File: src/rtl/click_pkg.sv
// Shared definitions for the click-pipeline clocked endpoints: FSM encodings and
// an elaboration-time ceil(log2) helper.
package click_pkg;

  typedef enum logic {
    S_IDLE  = 1'b0,
    S_STALL = 1'b1
  } click_state_t;

  function automatic int clog2(input int n);
    int r;
    r = 0;
    while ((1 << r) < n) r++;
    return r;
  endfunction

endpackage

File: src/rtl/click_sync_sink_sync_ff_chain.sv
// Bit synchronizer for the two-phase drive toggle; all stages clear to 0 on reset
// so the chain agrees with the async side holding drive low during reset.
module sync_ff_chain #(
  parameter int STAGES = 2
) (
  input  logic d,
  output logic q,
  input  logic clk,
  input  logic rstn
);

  (* ASYNC_REG = "TRUE", dont_touch = "true" *) logic [STAGES-1:0] sync_q;

  always_ff @(posedge clk) begin
    if (!rstn) begin
      sync_q <= '0;
    end else begin
      sync_q <= {sync_q[STAGES-2:0], d};
    end
  end

  assign q = sync_q[STAGES-1];

endmodule

File: src/rtl/click_sync_sink.sv
// Clocked sink for a two-phase click pipeline: synchronizes the drive toggle, buffers
// bundled words in a FWFT FIFO and returns a free toggle only when a slot is taken.
module click_sync_sink
  import click_pkg::*;
#(
  parameter int DATA_W      = 32,
  parameter int DEPTH       = 4,
  parameter int SYNC_STAGES = 2
) (
  input  logic                    clk,
  input  logic                    rstn,
  input  logic                    i_drive,
  input  logic [DATA_W-1:0]       i_data,
  output logic                    o_free,
  output logic                    o_valid,
  output logic [DATA_W-1:0]       o_data,
  input  logic                    i_ready,
  output logic [$clog2(DEPTH):0]  o_count,
  output logic                    o_full,
  output logic                    o_stall
);

  localparam int PTR_W = clog2(DEPTH);
  localparam int CNT_W = PTR_W + 1;

  logic              req_s;
  logic              pending;
  logic              push;
  logic              pop;
  logic [CNT_W-1:0]  count_d;

  logic [DATA_W-1:0] mem_q [DEPTH];
  logic [PTR_W-1:0]  wr_ptr_q;
  logic [PTR_W-1:0]  rd_ptr_q;
  logic [CNT_W-1:0]  count_q;
  logic              free_q;
  logic              valid_q;
  logic              full_q;
  click_state_t      state_q;

  sync_ff_chain #(.STAGES(SYNC_STAGES)) u_sync (
    .d    (i_drive),
    .q    (req_s),
    .clk  (clk),
    .rstn (rstn)
  );

  // A token is outstanding while the synchronized request and our ack disagree.
  // Admission looks only at the registered full flag, so a same-cycle pop never
  // lets a push into a full FIFO; in S_STALL pending is always true.
  always_comb begin
    pending = req_s ^ free_q;
    push    = pending & ~full_q;
    pop     = valid_q & i_ready;
    count_d = count_q + CNT_W'(push) - CNT_W'(pop);
  end

  always_ff @(posedge clk) begin
    if (!rstn) begin
      state_q  <= S_IDLE;
      free_q   <= 1'b0;
      wr_ptr_q <= '0;
      rd_ptr_q <= '0;
      count_q  <= '0;
      valid_q  <= 1'b0;
      full_q   <= 1'b0;
    end else begin
      case (state_q)
        S_IDLE:  if (pending && full_q) state_q <= S_STALL;
        S_STALL: if (!full_q) state_q <= S_IDLE;
        default: state_q <= S_IDLE;
      endcase
      if (push) begin
        wr_ptr_q <= wr_ptr_q + PTR_W'(1);
        free_q   <= ~free_q;
      end
      if (pop) begin
        rd_ptr_q <= rd_ptr_q + PTR_W'(1);
      end
      count_q <= count_d;
      valid_q <= (count_d != '0);
      full_q  <= (count_d == CNT_W'(DEPTH));
    end
  end

  // Storage carries no reset; stale contents are masked by o_valid.
  always_ff @(posedge clk) begin
    if (push) begin
      mem_q[wr_ptr_q] <= i_data;
    end
  end

  assign o_free  = free_q;
  assign o_valid = valid_q;
  assign o_data  = mem_q[rd_ptr_q];
  assign o_count = count_q;
  assign o_full  = full_q;
  assign o_stall = (state_q == S_STALL);

endmodule
File: config.mk
export PLATFORM = sky130hd
export DESIGN_NAME = click_sync_sink
export DESIGN_NICKNAME = d
export VERILOG_FILES = /design/src/rtl/click_pkg.sv /design/src/rtl/click_sync_sink_sync_ff_chain.sv /design/src/rtl/click_sync_sink.sv
export SDC_FILE = /design/constraint.sdc
export NUM_CORES = 1
export LEC_CHECK = 0
export ABC_AREA = 1
export BUFFER_PORTS_ARGS = -buffer_cell sky130_fd_sc_hd__clkbuf_2
export CAP_MARGIN = 20
export CELL_PAD_IN_SITES_DETAIL_PLACEMENT = 0
export CELL_PAD_IN_SITES_GLOBAL_PLACEMENT = 1
export CORE_MARGIN = 3
export CORE_UTILIZATION = 50
export DETAILED_ROUTE_END_ITERATION = 10
export PLACE_DENSITY = 0.84
export SLEW_MARGIN = 20
export SYNTH_ARGS = -nofsm -noshare
export SYNTH_HDL_FRONTEND = slang
export SYNTH_SLANG_ARGS = --single-unit
File: constraint.sdc
create_clock -name clk -period 4.6 [get_ports clk]
set_clock_uncertainty 0.2 [all_clocks]
set_input_delay 0.69 -clock clk [delete_from_list [all_inputs] [get_ports clk]]
set_output_delay 0.69 -clock clk [all_outputs]
set_load 0.1 [all_outputs]
==> flow_summary.json, run 1 <==
{
  "outcome": "complete, no violations",
  "fp.dieArea_sq_um": 12190,
  "clk_pin_slew_worst_paths_ns": 0.06,
  "n_fill_cell": 804,
  "die_w_um": 110.4,
  "endpoint_kind": "primary output",
  "max-slew-margin-rel": 0.2961,
  "core-area_sq_um": 10460,
  "routed_via_density": 5.324,
  "synthTopCellsByArea": "edfxtp_1 71%, dfxtp_1 5.5%, nor2_1 5.0%, o22ai_1 3.7%, o21ai_0 3.5%",
  "antenna_left": 0,
  "ys_ff_latch": 143,
  "clk_latency_ns": 0.51,
  "cts-root-buf": "clkbuf_8",
  "wl_met3_um": 593,
  "std_cell_rows": 37,
  "ios": 75,
  "cts.path.max_buffers": 2,
  "synth.top_cell.area_share": 0.7052,
  "dp_hpwl_um": 5888,
  "gp_congestion": 0.6817,
  "path_cells": "buf_4 > o21ai_0 > o22ai_1 > clkbuf_2",
  "track_usage": 0.1720,
  "grt_pass1_vias": 3314,
  "r2r_slack_ns": 2.06,
  "drt_first_pass_iters": 4,
  "path_max_fanout": 44,
  "final_common_cell": "edfxtp_1",
  "vias": 3317,
  "ir_worst_vdd_mv": 0.3343,
  "fp.dieH_um": 110.4,
  "postCtsSetupBuffers": 0,
  "start_util": 0.5209,
  "cts-buffers-inserted": 17,
  "start_kind": "register",
  "tightestPinTransition_ns": 1.053,
  "cp.required_ns": 3.71,
  "num-nets-final": 517,
  "layout_min_cycle_time_ns": 3.483,
  "reg2reg_from": "o_free",
  "rr_worst_depth": 10,
  "totalWireLength_um": 10480,
  "yosys_warnings": 0,
  "drc": 0,
  "hold_buffers": 0,
  "dr.first_iter.drc_count": 309,
  "cp-endpoint": "o_data[0]",
  "synth_nets": 440,
  "post-route-period-util": 0.7572,
  "max_stage_delay_ns": 0.88,
  "setup_viol": 0,
  "grt_start_max_net_pins": 65,
  "drive_above_1_share": 0.2423,
  "r2r-end": "o_valid",
  "mostFrequentLayoutCells": "128 x edfxtp_1, 74 x clkbuf_2, 69 x nor2_1",
  "cp_slowest_cell": "dfxtp_2",
  "power.total_mw": 4.292,
  "cts_resized": 0,
  "criticalPathCategory": "reg2out",
  "wl_met1_um": 4338,
  "synth_cells": 397,
  "synth_seq_area_share": 0.7603,
  "synth_cell_types": 23,
  "drv_slew": 0,
  "max_cap_viol_count": 0,
  "yosysTopAreaCell": "edfxtp_1",
  "tritoncts": "built",
  "leakage_nw": 2.440,
  "setup_tns_ns": 0,
  "overflow": 0,
  "areaGrowthSynthToFinish_pct": 19.72,
  "max_clock_freq_mhz": 287.1,
  "grt_pass1_wl_um": 16440,
  "wl_per_cell_um": 16.83,
  "top_layer": "met4",
  "syn_area_sq_um": 5450,
  "min_path_type": "in2reg",
  "power_density_nw_per_um2": 657.8,
  "antenna-diode-count": 0,
  "worst_ep_arrival_time_ns": 2.59,
  "wl_met2_um": 5423,
  "antenna_found_initial": 0,
  "grt_setup_unrepaired": "no",
  "port_buffers": 74,
  "avgSynthCellArea_sq_um": 13.73,
  "cts.htree.levels": 4,
  "numClockSinks": 143,
  "hold_viol": 0
}
cells by family (layout without fill, tap and decap cells):
family / Yosys count / count (layout) / share of synthesized area
flops: 143 / 143 / 0.7603
compound gates: 102 / 102 / 0.1015
simple gates: 100 / 100 / 0.07140
buf+inv: 44 / 134 / 0.04775
fa+ha+maj: 7 / 7 / 0.01745
xor+xnor: 1 / 1 / 0.001607
Yosys cell counts, drive strengths merged:
cell,n
clkbuf,1
o21bai,1
dfxtp,15
o22ai,32
nor2,73
xor2,1
buf,19
inv,24
fa,1
nand3,3
o21ai,66
edfxtp,128
a21oi,3
nand2,22
and2,1
or2,1
ha,6
stage by stage:
stage | cells | cell area [sq um] | utilization | hold slack, ns | setup slack (ns)
global route | 623 | 6525 | 0.6237 | 0.1577 | 0.9527
global placement | 589 | 5874 | 0.5615 | 0.2005 | 1.728
finish | 623 | 6525 | 0.6237 | 0.1646 | 1.117
detailed placement | 589 | 5874 | 0.5615 | 0.2027 | 1.662
CTS | 621 | 6470 | 0.6184 | 0.1542 | 1.111
floorplan | 397 | 5450 | - | 0.1905 | 1.268
how the worst min path moves through the flow:
stage,start,endpoint,slack [ns],cells past startpoint
after floorplan,u_sync.sync_q[0],u_sync.sync_q[1],0.19,2
after global placement,u_sync.sync_q[0],u_sync.sync_q[1],0.20,2
after detailed placement,u_sync.sync_q[0],u_sync.sync_q[1],0.20,2
after CTS,i_drive,u_sync.sync_q[0],0.15,3
after global routing,i_drive,u_sync.sync_q[0],0.16,3
final,i_drive,u_sync.sync_q[0],0.16,3
worst max-delay path, delay by kind of cell (launching register included):
kind | cells | cell delay (ns)
DFF | 1 | 0.88
buffers and inverters | 2 | 0.87
AOI/OAI and AO/OA | 2 | 0.33
report_power, final:
group / internal (mW) / switching, mW / total, mW
logic: 0.215 / 1.15 / 1.36
clock network: 0.833 / 0.528 / 1.36
registers: 1.51 / 0.0618 / 1.57
metal layers:
layer	track usage	vias to the layer above
met3	0.05918	8
met4	0.05255	0
met5	0	-
met1	0.2106	1603
li1	-	1604
met2	0.2888	102
registers in the layout, indices dropped and copies added (netlist names), named ones only:
signal,count
mem_q,128
o_count,3
rd_ptr_q,2
u_sync.sync_q,2
wr_ptr_q,2
o_free,1
o_full,1
o_stall,1
o_valid,1
area by class of cell:
cell class	count	area, sq um	share of cell area
well taps	136	170.2	0.02608
clock buffers	17	414.1	0.06347
inverters	24	97.59	0.01496
flip-flops and latches	143	4145	0.6353
multi-input cells	210	1076	0.1649
clock inverters	15	181.4	0.02780
repair buffers	78	440.4	0.06750
(Power assumes the default switching activity.)
==> run 2, diff against run 1 <==
--- a/config.mk
+++ b/config.mk
@@ -11,9 +11,9 @@
 export CELL_PAD_IN_SITES_DETAIL_PLACEMENT = 0
 export CELL_PAD_IN_SITES_GLOBAL_PLACEMENT = 1
 export CORE_MARGIN = 3
-export CORE_UTILIZATION = 50
+export CORE_UTILIZATION = 46
 export DETAILED_ROUTE_END_ITERATION = 10
-export PLACE_DENSITY = 0.84
+export PLACE_DENSITY = 0.78
 export SLEW_MARGIN = 20
 export SYNTH_ARGS = -nofsm -noshare
 export SYNTH_HDL_FRONTEND = slang
==> constraint.sdc (replaced) <==
create_clock -name clk -period 3.6 [get_ports clk]
set_clock_uncertainty 0.2 [all_clocks]
set_input_delay 0.54 -clock clk [delete_from_list [all_inputs] [get_ports clk]]
set_output_delay 0.54 -clock clk [all_outputs]
set_load 0.1 [all_outputs]
==> run 2 against run 1 <==
  * Flip-flop and latch count did not move
  * Non-clock buffer count is 4 higher
  * Final cell count increased by 1.8%
  * Global-route usage down 0.50 points
  * Register-to-register slack worse by 1.0 ns
  * Combinational power rose by 30%
  * Sequential share of layout area is 0.49 points higher
  * Final area fell by 0.77%
  * First-iteration DRC count is 37% lower
  * Critical path type unchanged
==> flow_summary.json, run 2 (synthesis gave the netlist of run 1 again) <==
{
  "overflow": 0,
  "final_cell_count_no_fill": 634,
  "start_util": 0.4733,
  "outcome": "complete, no violations",
  "fp.dieArea_sq_um": 13190,
  "largest_reg_flops": 128,
  "path_max_fanout": 30,
  "hold_ws_ns": 0.1085,
  "drv_slew": 0,
  "min_path_type": "in2reg",
  "cts_resized": 0,
  "largest_register": "mem_q",
  "cts-buffers-inserted": 17,
  "cp.required_ns": 2.86,
  "cts.htree.levels": 4,
  "endpoint_kind": "primary output",
  "criticalPathCategory": "reg2out",
  "crit_family": "buffers and inverters",
  "dp_hpwl_um": 6071,
  "max_cap_viol_count": 0,
  "drive_above_1_share": 0.2464,
  "layout_min_cycle_time_ns": 2.882,
  "post-route-period-util": 0.8006,
  "die_w_um": 114.9,
  "numClockSinks": 143,
  "max_stage_delay_ns": 0.51,
  "register_area_sq_um": 4145,
  "grt_pass1_wl_um": 16450,
  "wl_per_cell_um": 16.24,
  "worst_slack_ns": 0.7177,
  "setup_viol": 0,
  "n_fill_cell": 928,
  "port_buffers": 74,
  "gp_congestion": 0.7292,
  "dr.first_iter.drc_count": 196,
  "antenna-diode-count": 0,
  "ios": 75,
  "totalWireLength_um": 10300,
  "postCtsSetupBuffers": 0,
  "grt_pass1_vias": 3205,
  "drt_first_pass_iters": 5,
  "use_met1": 0.2197,
  "mostFrequentLayoutCells": "128 x edfxtp_1, 74 x clkbuf_2, 69 x nor2_1",
  "areaGrowthSynthToFinish_pct": 18.80,
  "num-nets-final": 521,
  "start_kind": "register",
  "std_cell_rows": 39,
  "dp_cells": 602,
  "hold_buffers": 0,
  "cts.path.max_buffers": 2,
  "worst_ep_arrival_time_ns": 2.14,
  "setup_tns_ns": 0,
  "final_common_cell": "edfxtp_1",
  "clk_pin_slew_worst_paths_ns": 0.06,
  "hold_start": "i_drive",
  "drc": 0,
  "max-slew-margin-rel": 0.5679,
  "fp.dieH_um": 114.9,
  "multi_input_comb_area_sq_um": 1076,
  "tritoncts": "built",
  "cp_slowest_cell": "clkbuf_2",
  "max_clock_freq_mhz": 346.9,
  "use_met2": 0.2581,
  "power.total_mw": 5.306,
  "path_cells": "buf_4 > o21ai_0 > o22ai_1 > clkbuf_2",
  "tightestPinTransition_ns": 0.6466,
  "cts-root-buf": "clkbuf_16",
  "leakage_nw": 2.441,
  "routed_via_density": 5.112,
  "power_density_nw_per_um2": 819.5,
  "track_usage": 0.1670,
  "reg2reg_from": "o_free",
  "grt_start_max_net_pins": 65,
  "hold_viol": 0,
  "grtUsageMet3": 0.05053,
  "core-area_sq_um": 11520,
  "antenna_left": 0,
  "cp_num_buf_inv": 2,
  "grt_setup_unrepaired": "no",
  "vias": 3241,
  "antenna_found_initial": 0,
  "dp_slack_ns": 1.059,
  "top_usage_layer": "met2",
  "clk_latency_ns": 0.41,
  "ir_worst_vdd_mv": 0.5317
}
==> run 2: final cells by class <==
cell class / instances / share of cell area
well taps: 143 / 0.02763
clock inverters: 10 / 0.009469
repair buffers: 82 / 0.06647
inverters: 24 / 0.01507
flip-flops and latches: 143 / 0.6402
multi-input cells: 210 / 0.1662
clock buffers: 22 / 0.07498
==> run 2: power by group <==
part           switching (mW)  internal, mW
clock network           0.613         0.952
registers              0.0490          1.93
logic                    1.49         0.271
total                    2.16          3.15
==> run 2: worst reg2reg max path: stages (launching register included) <==
cell and delay [ns]:
dfxtp_1 0.35, inv_1 0.06, nand2_1 0.08, nand3_2 0.26, ha_1 0.39, inv_1 0.04, ha_1 0.18, fa_1 0.45
or2_2 0.32, nand2_1 0.06, nand2_1 0.05
==> run 2: per-layer routing <==
metal  share of wire  wire length [um]
met5               0                 0
met4          0.0048                49
met3           0.060               613
met2            0.48              4983
met1            0.45              4648
==> run 2: path summary, 6_finish.rpt <==
kind | cells after the start | end | slack (ns)
max | 4 | o_data[4] | 0.72
min | 3 | u_sync.sync_q[0] | 0.11
max reg2reg | 10 | o_valid | 1.06
min reg2reg | 2 | u_sync.sync_q[1] | 0.21
==> run 2: per-stage QoR <==
stage / instance area [sq um] / util
final: 6475 / 0.5623
after global routing: 6475 / 0.5623
after CTS: 6475 / 0.5623
after detailed placement: 5928 / 0.5148
after global placement: 5928 / 0.5148
after floorplan: 5450 / -
==> run 3, diff against run 2 <==
==> constraint.sdc (replaced) <==
create_clock -name clk -period 3 [get_ports clk]
set_clock_uncertainty 0.2 [all_clocks]
set_input_delay 0.45 -clock clk [delete_from_list [all_inputs] [get_ports clk]]
set_output_delay 0.45 -clock clk [all_outputs]
set_load 0.1 [all_outputs]
==> run 3 against run 2 <==
  * Wire length decreased by 0.18%
  * Utilization increased by 4.6 points
  * Die area unchanged
  * Critical path depth unchanged
  * Sequential share of layout area decreased by 4.8 points
  * Sequential power rose by 20%
  * Critical path type unchanged
  * Largest power group is now combinational cells
  * Highest routed layer unchanged
==> flow_summary.json, run 3 (synthesis gave the netlist of run 1 again) <==
{
  "cp.required_ns": 2.35,
  "start_kind": "register",
  "final_common_cell": "edfxtp_1",
  "final_cell_count_no_fill": 634,
  "largest_register": "mem_q",
  "outcome": "complete, no violations",
  "antenna_left": 0,
  "post-route-period-util": 0.8839,
  "grt_start_max_net_pins": 65,
  "max_cap_viol_count": 0,
  "overflow": 0,
  "dp_hpwl_um": 6070,
  "std_cell_rows": 39,
  "dp_cells": 603,
  "drc": 0,
  "hold_buffers": 0,
  "track_usage": 0.1632,
  "min_path_type": "in2reg",
  "grt_setup_unrepaired": "no",
  "grt_pass1_vias": 3245,
  "cts.path.max_buffers": 2,
  "mostFrequentLayoutCells": "128 x edfxtp_1, 69 x nor2_1, 42 x clkbuf_2",
  "routed_via_density": 5.205,
  "tightestPinTransition_ns": 0.6164,
  "die_w_um": 114.9,
  "core-area_sq_um": 11520,
  "drv_slew": 0,
  "port_buffers": 74,
  "postCtsSetupBuffers": 0,
  "cts-root-buf": "clkbuf_16",
  "start_util": 0.4733,
  "gp_congestion": 0.7170,
  "n_fill_cell": 900,
  "max_clock_freq_mhz": 377.1,
  "hold_viol": 0,
  "power.total_mw": 6.874,
  "layout_min_cycle_time_ns": 2.652,
  "hold_ws_ns": 0.02531,
  "criticalPathCategory": "reg2out",
  "largest_reg_flops": 128,
  "drt_first_pass_iters": 4,
  "cts_resized": 0,
  "endpoint_kind": "primary output",
  "num-nets-final": 522,
  "worst_ep_arrival_time_ns": 2.00,
  "wl_per_cell_um": 16.21,
  "clk_latency_ns": 0.40,
  "drive_above_1_share": 0.2403,
  "totalWireLength_um": 10280,
  "ir_worst_vdd_mv": 0.5556,
  "areaGrowthSynthToFinish_pct": 28.54,
  "setup_viol": 0,
  "fp.dieArea_sq_um": 13190,
  "antenna-diode-count": 0,
  "vias": 3300,
  "power_density_nw_per_um2": 981.2,
  "numClockSinks": 143,
  "antenna_found_initial": 0,
  "tritoncts": "built",
  "grt_pass1_wl_um": 16180,
  "r2r_slack_ns": 0.71,
  "ios": 75,
  "dp_slack_ns": 0.6044,
  "leakage_nw": 2.615,
  "worst_slack_ns": 0.3484,
  "max-slew-margin-rel": 0.5885,
  "cts.htree.levels": 4,
  "path_max_fanout": 19,
  "setup_tns_ns": 0,
  "fp.dieH_um": 114.9,
  "clk_pin_slew_worst_paths_ns": 0.06,
  "dr.first_iter.drc_count": 186,
  "cts-buffers-inserted": 17
}
[run 3: cell types whose count changed in the layout (fill, tap and decap cells not counted), sizes merged]
cell / previous run / this run
buf: 8 / 41
bufinv: 0 / 1
clkbuf: 96 / 59
clkinv: 6 / 10
inv: 26 / 25
[run 3: cell type report]
class                   count  area, sq um  area share
clock buffers              17        425.4     0.06073
inverters                  24        97.59     0.01393
multi-input cells         210         1076      0.1536
well taps                 143        178.9     0.02554
flip-flops and latches    143         4145      0.5917
repair buffers             83        980.9      0.1400
clock inverters            14        101.3     0.01447
[run 3: path summary, 6_finish.rpt]
check	from	endpoint	cells after the start
worst min register to register	u_sync.sync_q[0]	u_sync.sync_q[1]	2
worst max-delay path	register	o_data[19]	4
worst min-delay path	i_drive	u_sync.sync_q[0]	3
worst max register to register	o_free	o_valid	10
[run 3: routing by layer]
layer	global-route usage	part of all wire
met1	0.2004	0.44
met4	0.05477	0.013
met5	0	0
met2	0.2774	0.50
met3	0.04842	0.053
[run 3: metrics by stage]
stage               utilization  instance area [sq um]
global route             0.6083                   7005
floorplan                     -                   5450
global placement         0.5626                   6479
finish                   0.6083                   7005
CTS                      0.6083                   7005
detailed placement       0.5626                   6479
[run 3: power breakdown]
group,total (mW),switching (mW),internal [mW]
Sequential,2.38,0.0702,2.31
Clock,1.85,0.734,1.12
Combinational,2.64,1.87,0.775
Total,6.87,2.67,4.20
[run 3: critical path: stages, from the launching register on]
cell and delay, ns:
dfxtp_2 0.61, buf_4 0.29, o21ai_0 0.11, o22ai_1 0.35
buf_12 0.23
